<file path="config.mk">
export PLATFORM = sky130hd
export DESIGN_NAME = background_model_ctrl
export DESIGN_NICKNAME = d
export VERILOG_FILES = /design/src/rtl/background_model_ctrl.sv
export SDC_FILE = /design/constraint.sdc
export NUM_CORES = 1
export LEC_CHECK = 0
export BUFFER_PORTS_ARGS = -buffer_cell sky130_fd_sc_hd__buf_2
export CAP_MARGIN = 20
export CORE_ASPECT_RATIO = 1.2
export CORE_UTILIZATION = 45
export DETAILED_ROUTE_END_ITERATION = 12
export GPL_ROUTABILITY_DRIVEN = 0
export PLACE_DENSITY = 0.7
export SYNTH_ARGS = -nofsm -noshare
export SYNTH_HDL_FRONTEND = slang
export SYNTH_SLANG_ARGS = --single-unit
export TNS_END_PERCENT = 50
</file>
<file path="constraint.sdc">
create_clock -name clk -period 2.3 [get_ports clk]
set_input_delay 0.345 -clock clk [delete_from_list [all_inputs] [get_ports clk]]
set_output_delay 0.345 -clock clk [all_outputs]
set_load 0.01 [all_outputs]
</file>
<file path="src/rtl/background_model_ctrl.sv">
// background_model_ctrl: frame sequencer feeding background_model_compute from a pixel stream and BRAM.
// Optional BG_CTRL_FRAME_CHECK_EN adds a sticky frame_err output that checks s_last against the pixel count.
module background_model_ctrl #(
  parameter int IMG_WIDTH  = 640,
  parameter int IMG_HEIGHT = 480,
  parameter int ADDR_W     = 19,
  parameter int MEM_RD_LAT = 1,
  parameter int PIPE_LAT   = 4
) (
  input  logic              clk,
  input  logic              rst,
  input  logic              start,
  input  logic [7:0]        cfg_alpha,
  input  logic [3:0]        cfg_init_frames,
  input  logic [7:0]        s_data,
  input  logic              s_valid,
  output logic              s_ready,
  input  logic              s_last,
  output logic              bg_rd_en,
  output logic [ADDR_W-1:0] bg_rd_addr,
  input  logic [7:0]        bg_rd_data,
  output logic              bg_wr_en,
  output logic [ADDR_W-1:0] bg_wr_addr,
  output logic [7:0]        bg_wr_data,
  output logic              cmp_ce,
  output logic [7:0]        cmp_image,
  output logic [7:0]        cmp_background,
  output logic [7:0]        cmp_alpha,
  output logic [7:0]        cmp_one_minus_alpha,
  input  logic [7:0]        cmp_result,
  output logic              busy,
  output logic              done,
  output logic [3:0]        frame_cnt
`ifdef BG_CTRL_FRAME_CHECK_EN
  ,
  output logic              frame_err
`endif
);
  localparam int D = MEM_RD_LAT + PIPE_LAT;
  localparam logic [ADDR_W:0] NPIX = (ADDR_W+1)'(IMG_WIDTH * IMG_HEIGHT);
  localparam logic [ADDR_W:0] LASTPIX = NPIX - 1'b1;
  typedef enum logic [1:0] {IDLE, RUN, DRAIN} state_t;
  state_t            state_q, state_d;
  logic [ADDR_W:0]   acc_q;
  logic [3:0]        fcnt_q;
  logic [7:0]        a_q, oma_q, img_h_q, bg_h_q, a_sat;
  logic [D-1:0]      vld_q;
  logic [ADDR_W-1:0] addr_q [D];
  logic [7:0]        pix_q [MEM_RD_LAT];
  logic              go, accept, last_acc, learn;
  assign go       = state_q == IDLE && start;
  assign s_ready  = !rst && state_q == RUN && acc_q < NPIX;
  assign accept   = s_valid && s_ready;
  assign last_acc = acc_q == LASTPIX;
  assign learn    = fcnt_q < cfg_init_frames;
  assign a_sat    = cfg_alpha > 8'd128 ? 8'd128 : cfg_alpha;
  assign done     = state_q == DRAIN && vld_q == '0;
  assign busy     = state_q != IDLE;
  assign frame_cnt  = fcnt_q;
  assign bg_rd_en   = accept;
  assign bg_rd_addr = acc_q[ADDR_W-1:0];
  // Writes are masked while rst is high so a mid-frame reset cannot corrupt memory.
  assign bg_wr_en   = vld_q[D-1] && !rst;
  assign bg_wr_addr = addr_q[D-1];
  assign bg_wr_data = cmp_result;
  assign cmp_ce         = vld_q[MEM_RD_LAT-1];
  assign cmp_image      = cmp_ce ? pix_q[MEM_RD_LAT-1] : img_h_q;
  assign cmp_background = cmp_ce ? bg_rd_data : bg_h_q;
  assign cmp_alpha           = a_q;
  assign cmp_one_minus_alpha = oma_q;
  always_comb begin
    state_d = go ? RUN : (accept && last_acc) ? DRAIN : done ? IDLE : state_q;
  end
  always_ff @(posedge clk) begin
    if (rst) begin
      state_q <= IDLE;
      acc_q   <= '0;
      fcnt_q  <= '0;
      a_q     <= '0;
      oma_q   <= '0;
      img_h_q <= '0;
      bg_h_q  <= '0;
      vld_q   <= '0;
      for (int i = 0; i < D; i++) addr_q[i] <= '0;
      for (int i = 0; i < MEM_RD_LAT; i++) pix_q[i] <= '0;
    end else begin
      state_q <= state_d;
      if (go) begin
        acc_q <= '0;
        a_q   <= learn ? 8'd0 : a_sat;
        oma_q <= learn ? 8'd128 : 8'd128 - a_sat;
      end else if (accept) begin
        acc_q <= acc_q + 1'b1;
      end
      if (done && fcnt_q != 4'd15) fcnt_q <= fcnt_q + 1'b1;
      if (cmp_ce) begin
        img_h_q <= cmp_image;
        bg_h_q  <= cmp_background;
      end
      vld_q     <= {vld_q[D-2:0], accept};
      addr_q[0] <= acc_q[ADDR_W-1:0];
      for (int i = 1; i < D; i++) addr_q[i] <= addr_q[i-1];
      pix_q[0] <= s_data;
      for (int i = 1; i < MEM_RD_LAT; i++) pix_q[i] <= pix_q[i-1];
    end
  end
`ifdef BG_CTRL_FRAME_CHECK_EN
  logic err_q;
  always_ff @(posedge clk) begin
    if (rst || go) err_q <= 1'b0;
    else if (accept && (s_last != last_acc)) err_q <= 1'b1;
  end
  assign frame_err = err_q;
`else
  logic unused_last;
  assign unused_last = s_last;
`endif
endmodule

</file>
==> impl_metrics.toml <==
[logic_synthesis]
post-synth-top-count-cell = "sky130_fd_sc_hd__dfxtp_1"
cell_types_with_the_highest_counts_after_synthesis = "sky130_fd_sc_hd__dfxtp_1, sky130_fd_sc_hd__nor2b_1, sky130_fd_sc_hd__buf_4, sky130_fd_sc_hd__nand2_1, sky130_fd_sc_hd__o31ai_1"
yosys-top-cells-area = "sky130_fd_sc_hd__dfxtp_1, sky130_fd_sc_hd__nor2b_1, sky130_fd_sc_hd__buf_4, sky130_fd_sc_hd__o31ai_1, sky130_fd_sc_hd__mux2_2"
yosysSeqAreaShare_pct = 55.79
proportion_of_synthesized_area_in_mux_cells_pct = 3.550
syn-mean-instance-area_sq_um = 10.44
main_combinational_cell_family_by_area_after_synthesis = "simple AND/OR/NAND/NOR gates"
number_of_nets_in_the_synthesized_netlist = 614
ys_types = 48
synthAdderAreaFrac_pct = 1.268
mappedNetlistArea_sq_um = 5921
synth_top_area_share_pct = 55.79
synth_xor_xnor_area_share_pct = 0.5917
dominantRegCellSynth = "sky130_fd_sc_hd__dfxtp_1"
synth.yosys.warnings = 0
post-synth-top-area-cell = "sky130_fd_sc_hd__dfxtp_1"
synth-async-reset-ratio_pct = 0
synth-seq-cells = 165
synth_simple_gate_area_share_pct = 22.49
post_synth_inst_count = 567
synth-edff-count = 0
synth_compound_area_share_pct = 7.439

[power_and_ir_drop]
pwr_density_cell_nw_per_um2 = 878.7
sw_share_pct = 21.00
pwr-share-comb_pct = 3.3
switchingPower_mw = 1.280
power.internal_mw = 4.816
ir_worst_vdd_uv = 391.7
clock_power_share_pct = 49.3
total_leakage_power_nw = 3.019
power_frac_seq_pct = 47.4

[timing]
worst_pin_slew_ps = 617.3
period_share_pct = 91.01
finalClockSkew_ps = 13.32
layout_min_cycle_time_ps = 2093
timing.fmax_ghz = 0.4777
timing.max_slew.rel_slack_pct = 58.85
setup_total_negative_slack_ps = 0
timing_max_transition_violations_final = 0
final-setup-viol-count = 0
finalHoldViolations = 0
grt_setup_unrepaired = "false"

[place]
post-dp-hpwl_microns = 6801
count_of_buffers_inserted_at_the_top_level_ports = 111

[final_layout]
final_core_util_pct = 54.52
filler_cell_count = 1137
antennaDiodeCount = 0
area_delta_synth_final_pct = 17.18
final_net_count = 680
layout_cells_sized_above_1_pct = 27.86

[detailed_routing]
antenna_left = 0
route.vias.total = 3854
route.detailed.wl_per_inst_microns = 12.07
drt-pass1-iter-count = 4
vias_per_cell = 4.758
remaining_drc_errors = 0
totalWireLength_microns = 9775
drt_first_iter_violations = 167

[die]
floorplan.die.width_microns = 106.7
coreArea_sq_um = 12720
top_level_ports = 129
die_h_microns = 127.7
dieArea_sq_um = 13620
initial_cell_density_of_the_core_pct = 46.53
floorplan.rows = 45

[global_route]
antenna_violations_before_repair = 0
wire_length_of_the_first_global_routing_pass_microns = 16160
grt_max_degree = 67
via_count_of_the_first_global_routing_pass = 3533
global_route.usage.total_pct = 14.90
grt_overflow = 0

[clock_network]
cts.sink_count = 165
ctsHoldBuffers = 0
tritoncts = "yes"
clockRootBuffer = "sky130_fd_sc_hd__clkbuf_16"
h-tree-depth = 4
clock_network_latency_to_the_later_pin_of_the_worst_skew_pair_ps = 410
cts_resized = 0
cts_made_buffers = 17
clkTransAtPathRegs_ps = 60
postCtsSetupBuffers = 0
cts.path.max_buffers = 2

[critical_path]
end_kind = "output pin"
crit_path_cells = "nor4b_4, buf_4, o2111ai_2, inv_1, buf_2"
timing.critical_path.fanout_max = 8
cpPeakStageDelay_ps = 380
timing_worst_setup_path_type = "register to output pin"
launching_element_of_the_worst_setup_path = "state_q[1]"
arrival_ps = 1750
rr_endpoint = "acc_q[11]"
rrSetupSlack_ps = 420
cp_num_buf_inv = 3
regToRegStartpoint = "acc_q[16]"
crit_required_ps = 1960
critical-path-top-delay-family = "buffers and inverters"
startpoint_type = "register"
cpMaxStageDelayCell = "sky130_fd_sc_hd__dfxtp_1"
r2r.worst_path.cells = 5

[worst_hold_path]
hold_start = "s_data[7]"
hold_path_depth = 2
holdPathEnd = "pix_q[0][7]"
hold_path.class = "input pin to register"

[run]
drv.max_cap_violation_count = 0

[outcome]
outcome = "finished clean"
[flip-flops by register name, indices dropped and copies added, names as in the netlist]
| name | cells |
|---|---|
| acc_q | 20 |
| addr_q | 95 |
| bg_h_q | 8 |
| cmp_alpha | 8 |
| cmp_one_minus_alpha | 7 |
| frame_cnt | 4 |
| img_h_q | 8 |
| pix_q | 8 |
| state_q | 2 |
| vld_q | 5 |
[worst max path at each step]
stage                                   endpoint  cells after the start  slack [ps]
final                                   bg_rd_en                      5         210
after floorplan                cmp_background[0]                      3         530
after detailed placement  cmp_one_minus_alpha[4]                      8         410
after CTS                               bg_rd_en                      4          80
after global routing                    bg_rd_en                      5          80
after global placement    cmp_one_minus_alpha[4]                      8         460
[per-layer routing]
layer | global-route usage [%] | wire length [microns]
met2 | 24.97 | 4916
met1 | 17.20 | 4276
met5 | 0 | 0
met4 | 5.479 | 139
met3 | 5.745 | 443
[logic make-up (layout without fill, tap and decap cells)]
kind of cell | Yosys count | count (layout)
mux | 19 | 19
fa+ha+maj | 6 | 6
xor+xnor | 4 | 4
buf+inv | 90 | 169
compound gates | 66 | 66
flops | 165 | 165
simple gates | 217 | 217
[per-stage QoR]
| step | instance area [sq um] | hold slack (ps) | setup slack, ps | power (mW) | std cells |
|---|---|---|---|---|---|
| floorplan | 5921 | 413.8 | 531.0 | 3.094 | 567 |
| global placement | 6286 | 421.5 | 458.4 | 3.149 | 778 |
| detailed placement | 6286 | 420.4 | 406.4 | 3.157 | 778 |
| CTS | 6932 | 132.1 | 76.33 | 6.168 | 810 |
| global route | 6938 | 133.5 | 84.68 | 6.335 | 810 |
| finish | 6938 | 149.5 | 206.7 | 6.097 | 810 |
[power groups by stage]
| stage | combinational (mW) | sequential, mW | clock (mW) |
|---|---|---|---|
| floorplan | 0.143 | 2.95 | 0 |
| global placement | 0.198 | 2.95 | 0 |
| detailed placement | 0.205 | 2.95 | 0 |
| CTS | 0.206 | 2.89 | 3.08 |
| global route | 0.229 | 2.89 | 3.22 |
| finish | 0.203 | 2.89 | 3.01 |
[layout make-up]
type	count	area, sq um	share of cell area (%)
Sequential cell	165	3303	47.61
Timing Repair Buffer	119	618.1	8.909
Inverter	18	67.56	0.9739
Clock inverter	14	216.5	3.120
Multi-Input combinational cell	312	2098	30.24
Tap cell	164	205.2	2.958
Clock buffer	18	429.2	6.186
[cells in the final DEF (no fill, tap or decap), types with 2 or more instances in the layout]
cell                        instances
sky130_fd_sc_hd__a21oi_1           19
sky130_fd_sc_hd__and2_1            19
sky130_fd_sc_hd__and4_1             3
sky130_fd_sc_hd__buf_2            110
sky130_fd_sc_hd__buf_4              9
sky130_fd_sc_hd__bufinv_16          4
sky130_fd_sc_hd__clkbuf_16         17
sky130_fd_sc_hd__clkinv_4           2
sky130_fd_sc_hd__dfxtp_1          165
sky130_fd_sc_hd__ha_1               6
sky130_fd_sc_hd__inv_1             17
sky130_fd_sc_hd__inv_6              5
sky130_fd_sc_hd__mux2_2            16
sky130_fd_sc_hd__mux2i_1            3
sky130_fd_sc_hd__nand2_1           32
sky130_fd_sc_hd__nand3_1           13
sky130_fd_sc_hd__nand4_1            3
sky130_fd_sc_hd__nand4_4            2
sky130_fd_sc_hd__nor2_1             5
sky130_fd_sc_hd__nor2b_1          106
sky130_fd_sc_hd__nor3_1             4
sky130_fd_sc_hd__nor3b_2            2
sky130_fd_sc_hd__nor4_1             6
sky130_fd_sc_hd__o21a_1             3
sky130_fd_sc_hd__o21ai_0            8
sky130_fd_sc_hd__o31ai_1           26
sky130_fd_sc_hd__or2_2              2
sky130_fd_sc_hd__or3_1              3
sky130_fd_sc_hd__or4_1             11
sky130_fd_sc_hd__xnor2_1            3
Power figures use the tool's default switching activity.
